$ cat src/rtl/turnstile_credit_fsm_if.sv
// Coin/push inputs and lock/credit/event outputs of the turnstile credit controller.
// The slave modport is the controller side, and the master modport is the environment side.
interface turnstile_credit_fsm_if #(
    parameter int CREDIT_W = 3
);
    logic                i_Coin;
    logic                i_Push;
    logic                o_Locked;
    logic [CREDIT_W-1:0] o_Credit;
    logic                o_Entry;
    logic                o_Coin_Reject;
    logic                o_Timeout;
    logic                o_Alarm;

    modport slave (
        input  i_Coin,
        input  i_Push,
        output o_Locked,
        output o_Credit,
        output o_Entry,
        output o_Coin_Reject,
        output o_Timeout,
        output o_Alarm
    );

    modport master (
        output i_Coin,
        output i_Push,
        input  o_Locked,
        input  o_Credit,
        input  o_Entry,
        input  o_Coin_Reject,
        input  o_Timeout,
        input  o_Alarm
    );
endinterface

$ cat src/rtl/turnstile_credit_fsm.sv
// Credit-accumulating turnstile lock controller with fare, saturation ceiling and optional relock timeout.
// Optional forced-entry alarm is enabled by defining TURNSTILE_ALARM_EN.
module turnstile_credit_fsm #(
    parameter int PRICE          = 2,
    parameter int MAX_CREDIT     = 7,
    parameter int TIMEOUT_CYCLES = 1000
) (
    input logic                   i_Clk,
    input logic                   i_Reset,
    turnstile_credit_fsm_if.slave if_Bus
);
    localparam int CREDIT_W = $clog2(MAX_CREDIT + 1);
    localparam int TMR_W    = (TIMEOUT_CYCLES > 0) ? $clog2(TIMEOUT_CYCLES + 1) : 1;
    localparam logic [CREDIT_W-1:0] PRICE_C = CREDIT_W'(PRICE);
    localparam logic [CREDIT_W-1:0] MAX_C   = CREDIT_W'(MAX_CREDIT);
    localparam logic [TMR_W-1:0]    TMO_C   = TMR_W'(TIMEOUT_CYCLES);
    localparam logic [TMR_W-1:0]    TMR_ONE = TMR_W'(1);

    typedef enum logic {
        ST_LOCKED   = 1'b0,
        ST_UNLOCKED = 1'b1
    } state_t;

    state_t              r_State;
    logic                r_Locked;
    logic [CREDIT_W-1:0] r_Credit;
    logic [TMR_W-1:0]    r_Timer;
    logic                r_Prev_Coin;
    logic                r_Prev_Push;
    logic                r_Entry;
    logic                r_Coin_Reject;
    logic                r_Timeout;

    logic                w_Coin_Edge;
    logic                w_Push_Edge;
    logic                w_Full;
    logic [CREDIT_W-1:0] w_Credit_Plus;

    assign w_Coin_Edge   = if_Bus.i_Coin & ~r_Prev_Coin;
    assign w_Push_Edge   = if_Bus.i_Push & ~r_Prev_Push;
    assign w_Full        = (r_Credit == MAX_C);
    // A coin at the ceiling is rejected rather than banked, so the sum never wraps.
    assign w_Credit_Plus = r_Credit + CREDIT_W'(w_Coin_Edge & ~w_Full);

    always_ff @(posedge i_Clk or posedge i_Reset) begin
        if (i_Reset) begin
            r_State       <= ST_LOCKED;
            r_Locked      <= 1'b1;
            r_Credit      <= '0;
            r_Timer       <= '0;
            r_Prev_Coin   <= 1'b0;
            r_Prev_Push   <= 1'b0;
            r_Entry       <= 1'b0;
            r_Coin_Reject <= 1'b0;
            r_Timeout     <= 1'b0;
        end else begin
            r_Prev_Coin   <= if_Bus.i_Coin;
            r_Prev_Push   <= if_Bus.i_Push;
            r_Entry       <= 1'b0;
            r_Timeout     <= 1'b0;
            r_Coin_Reject <= w_Coin_Edge & w_Full;
            case (r_State)
                ST_LOCKED: begin
                    // Banked credit alone is enough to unlock; push is not a trigger here.
                    if (w_Credit_Plus >= PRICE_C) begin
                        r_State  <= ST_UNLOCKED;
                        r_Locked <= 1'b0;
                        r_Credit <= w_Credit_Plus - PRICE_C;
                        r_Timer  <= TMO_C;
                    end else begin
                        r_Credit <= w_Credit_Plus;
                    end
                end
                ST_UNLOCKED: begin
                    r_Credit <= w_Credit_Plus;
                    if (w_Push_Edge) begin
                        r_State  <= ST_LOCKED;
                        r_Locked <= 1'b1;
                        r_Entry  <= 1'b1;
                        r_Timer  <= '0;
                    end else if (TIMEOUT_CYCLES != 0) begin
                        // The fare is forfeited on timeout; nothing is refunded.
                        if (r_Timer == TMR_ONE) begin
                            r_State   <= ST_LOCKED;
                            r_Locked  <= 1'b1;
                            r_Timeout <= 1'b1;
                            r_Timer   <= '0;
                        end else begin
                            r_Timer <= r_Timer - TMR_ONE;
                        end
                    end
                end
                default: begin
                    r_State  <= ST_LOCKED;
                    r_Locked <= 1'b1;
                end
            endcase
        end
    end

`ifdef TURNSTILE_ALARM_EN
    logic r_Alarm;

    // Sticky until the next coin; a push that arrives together with a coin is not an attempt.
    always_ff @(posedge i_Clk or posedge i_Reset) begin
        if (i_Reset) begin
            r_Alarm <= 1'b0;
        end else if (w_Coin_Edge) begin
            r_Alarm <= 1'b0;
        end else if (w_Push_Edge && (r_State == ST_LOCKED)) begin
            r_Alarm <= 1'b1;
        end
    end

    assign if_Bus.o_Alarm = r_Alarm;
`else
    assign if_Bus.o_Alarm = 1'b0;
`endif

    assign if_Bus.o_Locked      = r_Locked;
    assign if_Bus.o_Credit      = r_Credit;
    assign if_Bus.o_Entry       = r_Entry;
    assign if_Bus.o_Coin_Reject = r_Coin_Reject;
    assign if_Bus.o_Timeout     = r_Timeout;

endmodule

$ cat src/flat_wrapper.sv
// flat-port wrapper written by rule: the top's interface ports become plain ports
module turnstile_credit_fsm_flat 
#(
    parameter int PRICE          = 2,
    parameter int MAX_CREDIT     = 7,
    parameter int TIMEOUT_CYCLES = 1000
)
  (i_Clk, i_Reset, if_Bus_i_Coin, if_Bus_i_Push, if_Bus_o_Locked, if_Bus_o_Credit, if_Bus_o_Entry, if_Bus_o_Coin_Reject, if_Bus_o_Timeout, if_Bus_o_Alarm);
  turnstile_credit_fsm_if #(.CREDIT_W(($clog2((5) + 1)))) if_Bus_i ();
  input logic i_Clk;
  input logic i_Reset;
  input wire logic [$bits(if_Bus_i.i_Coin)-1:0] if_Bus_i_Coin;
  input wire logic [$bits(if_Bus_i.i_Push)-1:0] if_Bus_i_Push;
  output wire logic [$bits(if_Bus_i.o_Locked)-1:0] if_Bus_o_Locked;
  output wire logic [$bits(if_Bus_i.o_Credit)-1:0] if_Bus_o_Credit;
  output wire logic [$bits(if_Bus_i.o_Entry)-1:0] if_Bus_o_Entry;
  output wire logic [$bits(if_Bus_i.o_Coin_Reject)-1:0] if_Bus_o_Coin_Reject;
  output wire logic [$bits(if_Bus_i.o_Timeout)-1:0] if_Bus_o_Timeout;
  output wire logic [$bits(if_Bus_i.o_Alarm)-1:0] if_Bus_o_Alarm;
  assign if_Bus_i.i_Coin = if_Bus_i_Coin;
  assign if_Bus_i.i_Push = if_Bus_i_Push;
  assign if_Bus_o_Locked = if_Bus_i.o_Locked;
  assign if_Bus_o_Credit = if_Bus_i.o_Credit;
  assign if_Bus_o_Entry = if_Bus_i.o_Entry;
  assign if_Bus_o_Coin_Reject = if_Bus_i.o_Coin_Reject;
  assign if_Bus_o_Timeout = if_Bus_i.o_Timeout;
  assign if_Bus_o_Alarm = if_Bus_i.o_Alarm;
  turnstile_credit_fsm #(.PRICE(PRICE), .MAX_CREDIT(MAX_CREDIT), .TIMEOUT_CYCLES(TIMEOUT_CYCLES)) u_core (.i_Clk(i_Clk), .i_Reset(i_Reset), .if_Bus(if_Bus_i));
endmodule
$ cat config.mk
export PLATFORM = sky130hd
export DESIGN_NAME = turnstile_credit_fsm_flat
export DESIGN_NICKNAME = d
export VERILOG_FILES = /design/src/rtl/turnstile_credit_fsm_if.sv /design/src/rtl/turnstile_credit_fsm.sv /design/src/flat_wrapper.sv
export SDC_FILE = /design/constraint.sdc
export NUM_CORES = 1
export LEC_CHECK = 0
export BUFFER_PORTS_ARGS = -buffer_cell sky130_fd_sc_hd__buf_4
export CAP_MARGIN = 20
export CORE_ASPECT_RATIO = 0.6
export CORE_MARGIN = 1
export CORE_UTILIZATION = 31
export CTS_CLUSTER_SIZE = 16
export DETAILED_ROUTE_END_ITERATION = 12
export GPL_ROUTABILITY_DRIVEN = 0
export HOLD_SLACK_MARGIN = 0.03
export PLACE_DENSITY = 0.48
export SLEW_MARGIN = 20
export SYNTH_ARGS = -nofsm -noshare
export SYNTH_HDL_FRONTEND = slang
export SYNTH_SLANG_ARGS = --single-unit
$ cat constraint.sdc
create_clock -name i_Clk -period 6.65 [get_ports i_Clk]
set_clock_uncertainty 0.1 [all_clocks]
set_input_delay 0.665 -clock i_Clk [delete_from_list [all_inputs] [get_ports i_Clk]]
set_output_delay 0.665 -clock i_Clk [all_outputs]
set_load 0.01 [all_outputs]
==> results by group, run 1 <==
Status
  • Run status: finished clean

Synthesis
  • Mean area per synthesized cell: 10.3 sq um
  • Number of unique standard cell types used by synthesis: 37
  • Multiplexer fraction of the synthesized cell area: 0%
  • Post-synthesis compound-gate area fraction: 16.0%
  • Count of mapped cells out of synthesis: 101
  • Warnings, synthesis: 0
  • Number of nets in the synthesized netlist: between 100 and 150
  • Flip-flop and latch count after synthesis: 20
  • Fraction of synthesized cell area in xor and xnor cells: 2.52%
  • Post-synthesis adder-cell area fraction: 6.01%
  • Area share of and/or/nand/nor cells after synthesis: 22.1%
  • Largest family of logic cells by synthesized area: simple AND/OR/NAND/NOR gates
  • Share of synthesized area occupied by flip-flops and latches: 48.2%
  • Post-synth top area share: between 40% and 50%
  • Largest area contributor in the synthesized netlist: sky130_fd_sc_hd__dfrtp_1
  • Cell types with the largest area share after synthesis: sky130_fd_sc_hd__dfrtp_1 (46%), sky130_fd_sc_hd__ha_1 (6.0%), sky130_fd_sc_hd__nand2b_1 (3.0%)
  • Post-Syn Area: 1040 sq um

Layout
  • Area Overhead vs Synth: 14.9%
  • Share of cells above drive strength 1: roughly 17%
  • Utilization after layout: between 30% and 40%
  • Antenna fix cells: 0
  • Number of nets in the layout: 121
  • Fin area: about 1200 sq um
  • Non-filler instance count after layout: 153

CTS
  • Worst-skew pair later-pin latency: between 0.2 and 0.3 ns
  • TritonCTS clock tree: yes
  • Clock root buffer master: sky130_fd_sc_hd__clkbuf_8
  • Total number of clock tree sinks: 20
  • Hold bufs inserted after CTS: 0
  • Num CTS Buffers: 3
  • CTS clk-pin slew, worst paths: 0.08 ns
  • Number of gates resized after CTS: 0
  • Deepest clock path buffer count: 2
  • H-tree levels: 1
  • Setup repair bufs after CTS: 0

Power and ir drop
  • Power consumption: 531 uW
  • Power per cell area: 444 nW/um^2
  • Max VDD drop: approximately 240 uV
  • Leakage power: approximately 0.53 nW

Detailed routing
  • Post-Route WL: approximately 2100 microns
  • Detailed Route Iter0 Violations: 47
  • Ratio of routed vias to standard cells: 5.13
  • DRC violation count after routing: 0
  • DR WL/cell: 13.8 microns
  • TritonRoute pass-1 iters: 4
  • Total via count after detailed routing: a little under 800
  • Number of nets still failing antenna checks after routing: 0

Setup path
  • Highest fanout seen on the critical path: 8
  • Crit end category: flop
  • Category of the most critical setup path: flop to flop
  • Worst setup path startpoint: u_core.if_Bus.o_Credit[2]$_DFF_PP0_
  • Critical R2R Launch: u_core.if_Bus.o_Credit[2]$_DFF_PP0_
  • Launching element type of the critical path: flop
  • Data required time of the worst path: 6.69 ns
  • Arrival time of data at the critical path endpoint: between 2 and 3 ns

Global routing
  • Vias in the first global route: 674
  • Pin count of the biggest net entering global routing: 21
  • All-layer global routing usage: 13.2%
  • Grt total ovfl: 0
  • Initial antenna violation count: 0
  • Global-route wire length before repair: 3520 microns

Place
  • Total half-perimeter wirelength after legalization and detailed placement: 1540 microns
  • Post-detailed-placement cell area: between 1000 and 1500 sq um
  • Count of input and output buffers: 10
  • Inst Count DP: around 150
  • Setup slack after placement: about 3.8 ns

Worst hold path
  • Worst Min Path Start: if_Bus_i_Coin
  • Hold WC Path Type: input port to flop

STA
  • Sum Neg Setup Slack: 0 ns
  • RSZ-0062 raised after global routing: no
  • Count of final setup violators: 0
  • Worst slew slack as a fraction of its limit: 47.5%
  • Final critical-path share of the clock period: roughly two fifths
  • Tightest hold margin: 0.419 ns
  • Hold Vio Cnt, Final: 0
  • Max Slew Vio Count: 0
  • Maximum frequency from static timing analysis: 0.388 GHz
  • Worst-Margin Slew: 0.787 ns
  • Final critical-path required period: 2.58 ns
  • Min setup slack post-route: 4.07 ns

Floorplanning
  • Num ports: 12
  • DIE WIDTH: slightly below 80 microns
  • Y dimension of the die: 46.9 microns
  • Initial cell density of the core: approximately 34%
  • Row count: 15
  • CORE AREA: 3020 sq um
  • Die outline area: 3600 sq um

Job
  • Max Cap Violations: 0
[synthesized netlist by cell type]
master	count
sky130_fd_sc_hd__a221o_1	2
sky130_fd_sc_hd__clkinv_1	1
sky130_fd_sc_hd__o21ai_1	2
sky130_fd_sc_hd__nor2b_1	2
sky130_fd_sc_hd__and2_1	1
sky130_fd_sc_hd__inv_1	5
sky130_fd_sc_hd__xnor2_1	2
sky130_fd_sc_hd__nand2_1	5
sky130_fd_sc_hd__nor4_1	3
sky130_fd_sc_hd__or2_2	1
sky130_fd_sc_hd__o41ai_4	1
sky130_fd_sc_hd__dfstp_2	1
sky130_fd_sc_hd__o21ai_0	6
sky130_fd_sc_hd__xor2_1	1
sky130_fd_sc_hd__buf_4	1
sky130_fd_sc_hd__nor4b_1	3
sky130_fd_sc_hd__nand2b_1	5
sky130_fd_sc_hd__o22ai_1	1
sky130_fd_sc_hd__dfrtp_1	19
sky130_fd_sc_hd__a211o_1	3
sky130_fd_sc_hd__or4b_4	1
sky130_fd_sc_hd__nor3_1	6
sky130_fd_sc_hd__nand3_1	1
sky130_fd_sc_hd__or4_1	1
sky130_fd_sc_hd__or3b_1	1
sky130_fd_sc_hd__o211ai_1	1
sky130_fd_sc_hd__a21oi_1	4
sky130_fd_sc_hd__buf_2	1
sky130_fd_sc_hd__ha_1	5
sky130_fd_sc_hd__conb_1	1
sky130_fd_sc_hd__o311ai_0	1
sky130_fd_sc_hd__clkbuf_1	1
sky130_fd_sc_hd__buf_6	1
sky130_fd_sc_hd__or3_1	1
sky130_fd_sc_hd__or4_2	1
sky130_fd_sc_hd__nor2_1	8
sky130_fd_sc_hd__o211a_1	1
[metal layers]
layer	track usage [%]	part of all wire (%)	up-vias
li1	-	-	383
met1	20.7	57	384
met2	17.1	38	18
met4	1.15	0	0
met3	4.66	5.2	0
met5	0	0	-
[area by class of cell]
| cell class | instances | area (sq um) |
|---|---|---|
| tap | 42 | 52.6 |
| multi-input combinational | 71 | 489 |
| clock buffer | 4 | 55.1 |
| fill | 314 | 1830 |
| inverter | 6 | 22.5 |
| timing repair buffer | 10 | 75.1 |
| sequential | 20 | 502 |
[cell usage in the layout, fill, tap and decap left out, types with 3 or more instances in the layout]
cell and n:
sky130_fd_sc_hd__nor3_1 6, sky130_fd_sc_hd__inv_1 5, sky130_fd_sc_hd__a211o_1 3, sky130_fd_sc_hd__nor4_1 3, sky130_fd_sc_hd__nand2b_1 5, sky130_fd_sc_hd__nor2_1 8, sky130_fd_sc_hd__nand2_1 5, sky130_fd_sc_hd__ha_1 5
sky130_fd_sc_hd__a21oi_1 4, sky130_fd_sc_hd__nor4b_1 3, sky130_fd_sc_hd__dfrtp_1 19, sky130_fd_sc_hd__clkbuf_8 4, sky130_fd_sc_hd__o21ai_0 6, sky130_fd_sc_hd__buf_4 10
[report_power, final]
part	internal (mW)	total, mW	switching, mW
clock	0.0527	0.0947	0.0419
sequential	0.168	0.222	0.0542
combinational	0.0959	0.215	0.119
total	0.317	0.531	0.215
[path summary, 6_finish.rpt]
kind,endpoint,slack (ns),cells past startpoint
hold reg to reg,u_core.if_Bus.o_Coin_Reject$_DFF_PP0_,0.42,2
setup / recovery,u_core.if_Bus.o_Credit[2]$_DFF_PP0_,4.07,10
min in group asynchronous,u_core.if_Bus.o_Entry$_DFF_PP0_,0.45,2
setup reg to reg,u_core.if_Bus.o_Credit[2]$_DFF_PP0_,4.07,10
hold / removal,u_core.r_Prev_Coin$_DFF_PP0_,0.42,1
max in group asynchronous,u_core.if_Bus.o_Credit[0]$_DFF_PP0_,5.51,2
[worst max-delay path: stages, from the launching register on]
cell	delay [ns]
sky130_fd_sc_hd__dfrtp_1	0.40
sky130_fd_sc_hd__nand3_1	0.11
sky130_fd_sc_hd__nor2b_1	0.15
sky130_fd_sc_hd__ha_1	0.18
sky130_fd_sc_hd__ha_1	0.19
sky130_fd_sc_hd__xor2_1	0.29
sky130_fd_sc_hd__inv_1	0.08
sky130_fd_sc_hd__ha_1	0.20
sky130_fd_sc_hd__o21ai_0	0.21
sky130_fd_sc_hd__and2_1	0.42
sky130_fd_sc_hd__a21oi_1	0.12
[cells by family after synthesis]
| group | count (synthesis) |
|---|---|
| other cells | 1 |
| fa+ha+maj | 5 |
| compound gates | 22 |
| xor+xnor | 3 |
| buf+inv | 10 |
| simple gates | 40 |
| flops | 20 |
[sequential cells by signal, summed over array words and instances (netlist names)]
signal and count:
u_core.if_Bus.o_Credit 3, u_core.r_Prev_Push 1, u_core.r_Timer 10, u_core.r_Prev_Coin 1, u_core.if_Bus.o_Locked 1, u_core.if_Bus.o_Coin_Reject 1
u_core.if_Bus.o_Timeout 1, u_core.r_State 1, u_core.if_Bus.o_Entry 1
No activity file was read; power rests on OpenSTA's default activity.
==> run 2: changes to the inputs <==
--- a/config.mk
+++ b/config.mk
@@ -14,7 +14,7 @@
 export DETAILED_ROUTE_END_ITERATION = 12
 export GPL_ROUTABILITY_DRIVEN = 0
 export HOLD_SLACK_MARGIN = 0.03
-export PLACE_DENSITY = 0.48
+export PLACE_DENSITY = 0.49
 export SLEW_MARGIN = 20
 export SYNTH_ARGS = -nofsm -noshare
 export SYNTH_HDL_FRONTEND = slang
==> constraint.sdc (replaced) <==
create_clock -name i_Clk -period 2.3 [get_ports i_Clk]
set_clock_uncertainty 0.1 [all_clocks]
set_input_delay 0.23 -clock i_Clk [delete_from_list [all_inputs] [get_ports i_Clk]]
set_output_delay 0.23 -clock i_Clk [all_outputs]
set_load 0.01 [all_outputs]
==> results by group, run 2 (same netlist as run 1, synthesis figures left out) <==
Status
  • Run status: finished clean

STA
  • Hold Vio Cnt, Final: 0
  • Min setup slack post-route: between 0.07 and 0.08 ns
  • Max Slew Vio Count: 0
  • Worst slew slack as a fraction of its limit: around half
  • Final critical-path share of the clock period: 96.6%
  • Worst-Margin Slew: roughly 0.78 ns
  • Final critical-path required period: 2.22 ns
  • Count of final setup violators: 0
  • Maximum frequency from static timing analysis: 0.450 GHz

CTS
  • Num CTS Buffers: 3
  • Total number of clock tree sinks: 20
  • TritonCTS clock tree: yes
  • Clock root buffer master: sky130_fd_sc_hd__clkbuf_8
  • Deepest clock path buffer count: 2
  • H-tree levels: 1
  • CTS clk-pin slew, worst paths: 0.09 ns
  • Worst-skew pair later-pin latency: 0.26 ns

Global routing
  • Initial antenna violation count: 0
  • Global-route wire length before repair: around 3800 microns
  • Pin count of the biggest net entering global routing: 21
  • Grt total ovfl: 0
  • All-layer global routing usage: 14.4%
  • Vias in the first global route: roughly 770

Setup path
  • Highest fanout seen on the critical path: 7
  • Launching element type of the critical path: flop
  • Crit end category: flop
  • Category of the most critical setup path: flop to flop
  • List of cells traversed by the critical path: inv_1 > ha_1 > or4b_4 > o41ai_4 > buf_4 > o21ai_1 > a221o_1
  • Largest incremental delay on the critical path: 0.49 ns
  • Slowest cell on crit path: sky130_fd_sc_hd__or4b_4
  • Data required time of the worst path: around 2.4 ns
  • Arrival time of data at the critical path endpoint: 2.28 ns

Power and ir drop
  • Combinational share of power: 41.7%
  • Leakage power: between 0.5 and 0.6 nW
  • Power spent charging and discharging nets: 661 uW
  • Switching portion of total power: 38.4%
  • Clock network fraction of total power: 20.7%
  • Sequential Power Share: 37.7%
  • Internal cell power: 1.06 mW
  • Power per cell area: 1320 nW/um^2
  • Max VDD drop: 487 uV

Detailed routing
  • Ratio of routed vias to standard cells: around 5.1
  • Number of nets still failing antenna checks after routing: 0
  • Post-Route WL: 2330 microns
  • TritonRoute pass-1 iters: 4
  • Total via count after detailed routing: roughly 830
  • DR WL/cell: 14.4 microns
  • DRC violation count after routing: 0
  • Detailed Route Iter0 Violations: 76

Layout
  • Flip-flop count of the largest register after layout: 10
  • Fill cell instance count of the final layout: a little over 300
  • Leading cell type in the layout, fill and taps excluded: sky130_fd_sc_hd__dfrtp_1
  • Area Overhead vs Synth: 25.0%
  • Number of nets in the layout: 130
  • Utilization after layout: 43.1%
  • Largest register by flop count: u_core.r_Timer
  • Antenna fix cells: 0
  • Area of the multi-input gates: 504 sq um
  • Most frequent cells in the layout: sky130_fd_sc_hd__dfrtp_1 (18), sky130_fd_sc_hd__buf_4 (17), sky130_fd_sc_hd__nor2_1 (8)
  • Reg area: 503 sq um
  • Fin area: 1300 sq um
  • Non-filler instance count after layout: 162
  • Share of cells above drive strength 1: 25.0%

Floorplanning
  • CORE AREA: 3020 sq um
  • Num ports: 12
  • Row count: 15
  • DIE WIDTH: approximately 77 microns
  • Die outline area: around 3600 sq um
  • Initial cell density of the core: between 30% and 40%
  • Y dimension of the die: 46.9 microns

Place
  • Post-detailed-placement cell area: around 1200 sq um
  • Inst Count DP: 153
  • Count of input and output buffers: 10
  • Setup slack after placement: -0.0178 ns
  • Total half-perimeter wirelength after legalization and detailed placement: approximately 1600 microns

Worst hold path
  • Hold WC Path Type: input port to asynchronous set/reset pin

Job
  • Max Cap Violations: 0
## run 2: path summary, 6_finish.rpt
path,startpoint,to,slack (ns),cells after the start
hold / removal,i_Reset,u_core.if_Bus.o_Entry$_DFF_PP0_,0.003,2
setup / recovery,u_core.r_Timer[1]$_DFFE_PP0P_,u_core.r_Timer[5]$_DFFE_PP0P_,0.08,7
hold reg to reg,u_core.if_Bus.o_Locked$_DFFE_PP1P_,u_core.if_Bus.o_Locked$_DFFE_PP1P_,0.43,2
min in group i_Clk,if_Bus_i_Coin,u_core.if_Bus.o_Coin_Reject$_DFF_PP0_,0.18,3
setup reg to reg,u_core.r_Timer[1]$_DFFE_PP0P_,u_core.r_Timer[5]$_DFFE_PP0P_,0.08,7
max in group asynchronous,i_Reset,u_core.if_Bus.o_Credit[2]$_DFF_PP0_,1.56,2
## run 2: per-layer routing
layer	GRT usage, %	part of all wire [%]	vias up
li1	-	-	396
met1	20.8	50	403
met3	4.08	7.0	2
met5	0	0	-
met4	2.31	0.34	0
met2	22.0	42	26
## run 2: what timing repair did
| action | in CTS | in global routing |
|---|---|---|
| gates resized for setup | 2 | 4 |
| hold buffers | 2 | 0 |
| setup endpoints to repair | 7 | 12 |
| setup buffers | 0 | 3 |
| pin swaps | 0 | 3 |
| endpoints found under the hold margin | 2 | 0 |
## run 2: per-stage QoR
step,power [mW],TNS (ns),hold slack (ns)
final,1.72,0,0.00335
after global routing,1.85,-0.0356,0.0952
after CTS,1.69,0,0.0364
after detailed placement,1.31,-0.0321,0.255
after global placement,1.31,0,0.249
after floorplan,1.08,0,0.0931
## run 2: worst max-delay path, delay by kind of cell (launching register included)
kind	cells	cell delay (ns)
flip-flops	1	0.39
buffers and inverters	2	0.27
AO/OA/AOI/OAI	3	0.71
AND/OR/NAND/NOR	1	0.49
adder cells (fa/ha/maj)	1	0.14
## run 2: cell type report
cell class	count	share of cell area (%)
Multi-Input combinational cell	71	38.7
Sequential cell	20	38.7
Timing Repair Buffer	19	11.3
Tap cell	42	4.04
Clock buffer	3	3.17
Clock inverter	1	2.31
Inverter	6	1.73
## run 2: power by group through the flow
| stage | Sequential, mW | Combinational [mW] | Clock [mW] |
|---|---|---|---|
| 2_1_floorplan | 0.612 | 0.470 | 0 |
| 3_3_place_gp | 0.636 | 0.676 | 0 |
| 3_5_place_dp | 0.634 | 0.674 | 0 |
| 4_1_cts | 0.628 | 0.692 | 0.365 |
| 5_1_grt | 0.667 | 0.809 | 0.377 |
| 6_report | 0.649 | 0.718 | 0.356 |
